===== src/rtl/mem_load_queue.sv =====
// In-order load-response queue: tracks outstanding loads, matches returned data,
// extracts/extends load results for writeback and drops data owed across a flush.
module mem_load_queue #(
    parameter int unsigned DEPTH   = 4,
    parameter int unsigned PTR_WD  = 2,
    parameter int unsigned INFO_WD = 64
) (
    input  logic                 clk,
    input  logic                 reset,
    input  logic                 req_valid,
    input  logic [2:0]           req_op,
    input  logic [1:0]           req_addr_low,
    input  logic [INFO_WD-1:0]   req_info,
    output logic                 req_allowin,
    input  logic                 data_sram_dataok,
    input  logic [31:0]          data_sram_rdata,
    input  logic                 ws_allowin,
    output logic                 out_valid,
    output logic [31:0]          out_result,
    output logic [3:0]           out_rf_we,
    output logic [INFO_WD-1:0]   out_info,
    input  logic                 ws_cancel,
    output logic [PTR_WD:0]      pending_cnt
);

    localparam int unsigned CNT_WD = PTR_WD + 1;
    localparam int unsigned SUM_WD = PTR_WD + 2;

    localparam logic [2:0] OP_LW  = 3'd0;
    localparam logic [2:0] OP_LB  = 3'd1;
    localparam logic [2:0] OP_LBU = 3'd2;
    localparam logic [2:0] OP_LH  = 3'd3;
    localparam logic [2:0] OP_LHU = 3'd4;
    localparam logic [2:0] OP_LWL = 3'd5;
    localparam logic [2:0] OP_LWR = 3'd6;

    logic [2:0]         op_q    [DEPTH];
    logic [1:0]         alow_q  [DEPTH];
    logic [INFO_WD-1:0] info_q  [DEPTH];
    logic [31:0]        data_q  [DEPTH];
    logic [DEPTH-1:0]   has_data_q;

    logic [PTR_WD-1:0]  head_q, tail_q, resp_q;
    logic [CNT_WD-1:0]  pending_q, await_q, drop_q;

    logic               issue, push, pop, resp_store;
    logic [SUM_WD-1:0]  occupancy, owed, drop_after_cancel;

    // Handshake and bookkeeping decode, all from registered state plus inputs
    always_comb begin
        occupancy   = SUM_WD'(pending_q) + SUM_WD'(drop_q);
        req_allowin = occupancy < SUM_WD'(DEPTH);
        issue       = req_valid && req_allowin;
        push        = issue && !ws_cancel;
        out_valid   = (pending_q != '0) && has_data_q[head_q];
        pop         = out_valid && ws_allowin && !ws_cancel;
        resp_store  = data_sram_dataok && (drop_q == '0) && (await_q != '0) && !ws_cancel;
        owed        = SUM_WD'(drop_q) + SUM_WD'(await_q) + SUM_WD'(issue);
        drop_after_cancel = owed;
        if (data_sram_dataok && owed != '0) begin
            drop_after_cancel = owed - SUM_WD'(1);
        end
    end

    assign pending_cnt = pending_q;

    // Control state: pointers, counters and per-entry data-present flags
    always_ff @(posedge clk) begin
        if (reset) begin
            head_q     <= '0;
            tail_q     <= '0;
            resp_q     <= '0;
            pending_q  <= '0;
            await_q    <= '0;
            drop_q     <= '0;
            has_data_q <= '0;
        end else if (ws_cancel) begin
            head_q    <= tail_q;
            resp_q    <= tail_q;
            pending_q <= '0;
            await_q   <= '0;
            drop_q    <= CNT_WD'(drop_after_cancel);
        end else begin
            if (push) begin
                has_data_q[tail_q] <= 1'b0;
                tail_q             <= tail_q + PTR_WD'(1);
            end
            if (resp_store) begin
                has_data_q[resp_q] <= 1'b1;
                resp_q             <= resp_q + PTR_WD'(1);
            end
            if (pop) begin
                head_q <= head_q + PTR_WD'(1);
            end
            if (data_sram_dataok && drop_q != '0) begin
                drop_q <= drop_q - CNT_WD'(1);
            end
            pending_q <= pending_q + CNT_WD'(push) - CNT_WD'(pop);
            await_q   <= await_q + CNT_WD'(push) - CNT_WD'(resp_store);
        end
    end

    // Entry payload storage; validity is tracked by the control state above
    always_ff @(posedge clk) begin
        if (push) begin
            op_q[tail_q]   <= req_op;
            alow_q[tail_q] <= req_addr_low;
            info_q[tail_q] <= req_info;
        end
        if (resp_store) begin
            data_q[resp_q] <= data_sram_rdata;
        end
    end

    logic [31:0] hd;
    logic [1:0]  ha;
    logic [7:0]  byte_sel;
    logic [15:0] half_sel;

    // Result extraction for the head entry
    always_comb begin
        hd         = data_q[head_q];
        ha         = alow_q[head_q];
        out_info   = info_q[head_q];
        byte_sel   = 8'(hd >> {ha, 3'b000});
        half_sel   = 16'(hd >> {ha[1], 4'b0000});
        out_result = hd;
        out_rf_we  = 4'b1111;
        case (op_q[head_q])
            OP_LW:   out_result = hd;
            OP_LB:   out_result = {{24{byte_sel[7]}}, byte_sel};
            OP_LBU:  out_result = {24'd0, byte_sel};
            OP_LH:   out_result = {{16{half_sel[15]}}, half_sel};
            OP_LHU:  out_result = {16'd0, half_sel};
            OP_LWL: begin
                out_result = hd << {~ha, 3'b000};
                out_rf_we  = 4'b1111 << ~ha;
            end
            OP_LWR: begin
                out_result = hd >> {ha, 3'b000};
                out_rf_we  = 4'b1111 >> ha;
            end
            default: out_result = hd;
        endcase
    end

endmodule


===== config.mk =====
export PLATFORM = sky130hd
export DESIGN_NAME = mem_load_queue
export DESIGN_NICKNAME = d
export VERILOG_FILES = /design/src/rtl/mem_load_queue.sv
export SDC_FILE = /design/constraint.sdc
export NUM_CORES = 1
export LEC_CHECK = 0
export CAP_MARGIN = 20
export CORE_ASPECT_RATIO = 0.7
export CORE_MARGIN = 3
export CORE_UTILIZATION = 45
export CTS_CLUSTER_SIZE = 12
export DETAILED_ROUTE_END_ITERATION = 10
export DONT_BUFFER_PORTS = 1
export PLACE_DENSITY = 0.66
export SYNTH_ARGS = -nofsm -noshare
export SYNTH_HDL_FRONTEND = slang
export SYNTH_SLANG_ARGS = --single-unit
export TNS_END_PERCENT = 5

===== constraint.sdc =====
create_clock -name clk -period 6.6 [get_ports clk]
set_input_delay 1.32 -clock clk [delete_from_list [all_inputs] [get_ports clk]]
set_output_delay 1.32 -clock clk [all_outputs]
set_load 0.01 [all_outputs]

==> impl_metrics.env <==
export IMPL_status="complete, no violations"
export IMPL_multi_input_area_sq_mm=0.00459
export IMPL_met1Wirelength_microns=16400
export IMPL_synth_seq_area_share_pct=71.9
export IMPL_nets=1075
export IMPL_gr_total_overflow=0
export IMPL_rows=59
export IMPL_max_slew_margin_pct=29.5
export IMPL_period_minus_slack_ps=5670
export IMPL_wl_microns=38200
export IMPL_holdBufCountCts=0
export IMPL_vias_per_cell=5.90
export IMPL_syn_area_sq_mm=0.0175
export IMPL_crit_path_max_fanout=27
export IMPL_place_area_sq_mm=0.0180
export IMPL_yosysTopAreaCell="edfxtp_1"
export IMPL_grt_pass1_vias=8771
export IMPL_synth_edf_count=404
export IMPL_fin_crit_sh_pct=85.9
export IMPL_crit_path_end_kind="output pin"
export IMPL_synth_main_ff_cell="edfxtp_1"
export IMPL_cts_setup_buffers=0
export IMPL_finalHoldViolCount=0
export IMPL_start_util_pct=46.3
export IMPL_clock_skew_ps=18.2
export IMPL_tightest_slew_ps=1060
export IMPL_cts_root_buf="clkbuf_16"
export IMPL_ctsResizeCount=0
export IMPL_worst_path_max_delay_cell="mux4_1"
export IMPL_dr_wl_met2_microns=17400
export IMPL_power_density_mw_per_mm2=308
export IMPL_critical_path_top_delay_family="compound AO/OA/AOI/OAI gates"
export IMPL_crit_chain="mux4_1 > nand2b_1 > o22ai_1 > buf_4 > and2_1 > a222oi_1 > a31oi_1"
export IMPL_slew_violations=0
export IMPL_dieArea_sq_mm=0.0413
export IMPL_final_cell_mix="404 x edfxtp_1, 102 x mux4_2, 55 x nor2_1"
export IMPL_crit_type="reg -> out"
export IMPL_layout_commonest_cell="edfxtp_1"
export IMPL_clock_latency_ps=540
export IMPL_port_buffers=0
export IMPL_maxCapViolCount=0
export IMPL_die_w_microns=241
export IMPL_ys_async_sr_fraction_pct=0
export IMPL_design_area_sq_mm=0.0192
export IMPL_core_area_sq_mm=0.0377
export IMPL_cp_required_ps=5280
export IMPL_die_y_microns=171
export IMPL_cts_buffers_inserted=43
export IMPL_cts_tree="yes"
export IMPL_total_power_w=0.00592
export IMPL_grt_pass1_wl_microns=56600
export IMPL_wl_per_cell_microns=25.7
export IMPL_maxUsedRoutingLayer="met4"
export IMPL_ioPinCount=212
export IMPL_fmax_ghz=0.176
export IMPL_yosysUniqueCellTypes=57
export IMPL_cts_htree_levels=2
export IMPL_ir_drop_v=0.000210
export IMPL_drc_errors=0
export IMPL_clkTransAtPathRegs_ps=60
export IMPL_yosysTopAreaCellShare_pct=69.5
export IMPL_synth_ff_latch_count=425
export IMPL_cp_arrival_ps=4350
export IMPL_setup_viol_count_final=0
export IMPL_dp_final_hpwl_microns=24300
export IMPL_regArea_sq_mm=0.0126
export IMPL_grt_max_degree=55
export IMPL_ant_nets=0
export IMPL_fin_tns_setup_ps=0
export IMPL_slowest_delay_ps=910
export IMPL_met3_length_microns=3490
export IMPL_drtPass1Iterations=6
export IMPL_placedCellCount=1416
export IMPL_final_layout_size_suffix_gt1_share_pct=19.3
export IMPL_critical_path_buf_inv_count=1
export IMPL_antenna_found_initial=0
export IMPL_final_cells=1487
export IMPL_cts_sinks=425
export IMPL_syn_area_per_cell_sq_um=18.6
export IMPL_syn_nets=1067
export IMPL_startpoint_type="flop"
export IMPL_synth_area_leaders="edfxtp_1 69%, mux4_2 13%, dfxtp_1 2.4%"
export IMPL_track_usage_pct=18.5
export IMPL_syn_instance_count=937
export IMPL_rsz0062_at_grt="false"
export IMPL_dr_first_iter_drc_count=998
export IMPL_min_path_type="reg -> reg"
export IMPL_area_delta_synth_final_pct=10.1
export IMPL_fill_cells=2978
export IMPL_p_leak_nw=6.08
export IMPL_gp_congestion=0.884
export IMPL_vias=8773
export IMPL_yosysWarnings=0
export IMPL_clock_path_buffers=3
[final cells by class]
type,count,share of cell area (%)
Sequential cell,425,65.3
Antenna cell,1,0.0130
Clock inverter,11,0.481
Inverter,30,0.612
Clock buffer,57,5.98
Timing Repair Buffer,10,0.377
Multi-Input combinational cell,435,23.9
Tap cell,518,3.37
[Yosys cell counts (all sizes together), types with 3 or more instances]
cell and n:
edfxtp 404, mux4 103, nor2 56, nand2 39
a21oi 36, inv 30, buf 25, clkbuf 22
dfxtp 21, mux2i 20, ha 19, o21ai 15
a222oi 11, and2 10, xnor2 10, a31oi 9
mux2 9, o22ai 9, a22oi 8, nand3 8
a22o 6, and3b 6, nor2b 6, nor3 6
o22a 6, and3 5, a211oi 4, fa 4
nand2b 4, a311oi 3
[per-layer routing]
layer  up-vias  track usage [%]
met2       375             27.2
met1      4523             26.9
li1       3811                -
met4         0             5.06
met3        64             5.61
met5         -                0
[kinds of logic after synthesis]
| kind of cell | share of synthesized area (%) |
|---|---|
| compound gates | 4.76 |
| xor+xnor | 0.602 |
| fa+ha+maj | 1.82 |
| buf+inv | 1.88 |
| flops | 71.9 |
| mux | 15.0 |
| simple gates | 4.04 |
[flip-flops by register name (all words and copies together) (netlist names), named ones only]
signal and count:
resp_q 2, head_q 2, drop_q 3, pending_cnt 3, tail_q 2, info_q 256, data_q 128, has_data_q 4
await_q 3, alow_q 8, op_q 12
[power by group]
| part | leakage (nW) | total (W) | switching, W | internal (W) |
|---|---|---|---|---|
| Clock | 0.601 | 0.00219 | 0.000936 | 0.00125 |
| Sequential | 3.82 | 0.00306 | 0.0000339 | 0.00303 |
| Combinational | 1.65 | 0.000672 | 0.000429 | 0.000242 |
[worst reg2reg max path, cell delays in order (launching register included)]
cell,delay (ps)
dfxtp_1,440
ha_1,280
nor3_1,210
nand3_1,150
nor2_1,460
nand2_1,180
clkinv_2,450
buf_4,690
[final timing paths]
path                                   start                         end  slack [ps]  cells past startpoint
setup / recovery                        flop              out_result[13]         930                      7
hold / removal    has_data_q[0]$_SDFFE_PP0N_  has_data_q[0]$_SDFFE_PP0N_         490                      2
setup reg to reg      drop_q[2]$_SDFFE_PP0P_     info_q[0][13]$_DFFE_PP_        3340                      7
hold reg to reg   has_data_q[0]$_SDFFE_PP0N_  has_data_q[0]$_SDFFE_PP0N_         490                      2
[stage by stage]
step,util (%),worst slack [ps],hold slack [ps]
after floorplan,-,2870,451
after global placement,47.7,1510,464
after detailed placement,47.7,1460,477
after CTS,50.9,855,491
after global routing,51.0,701,541
final,51.0,932,487
(Power assumes the default switching activity.)
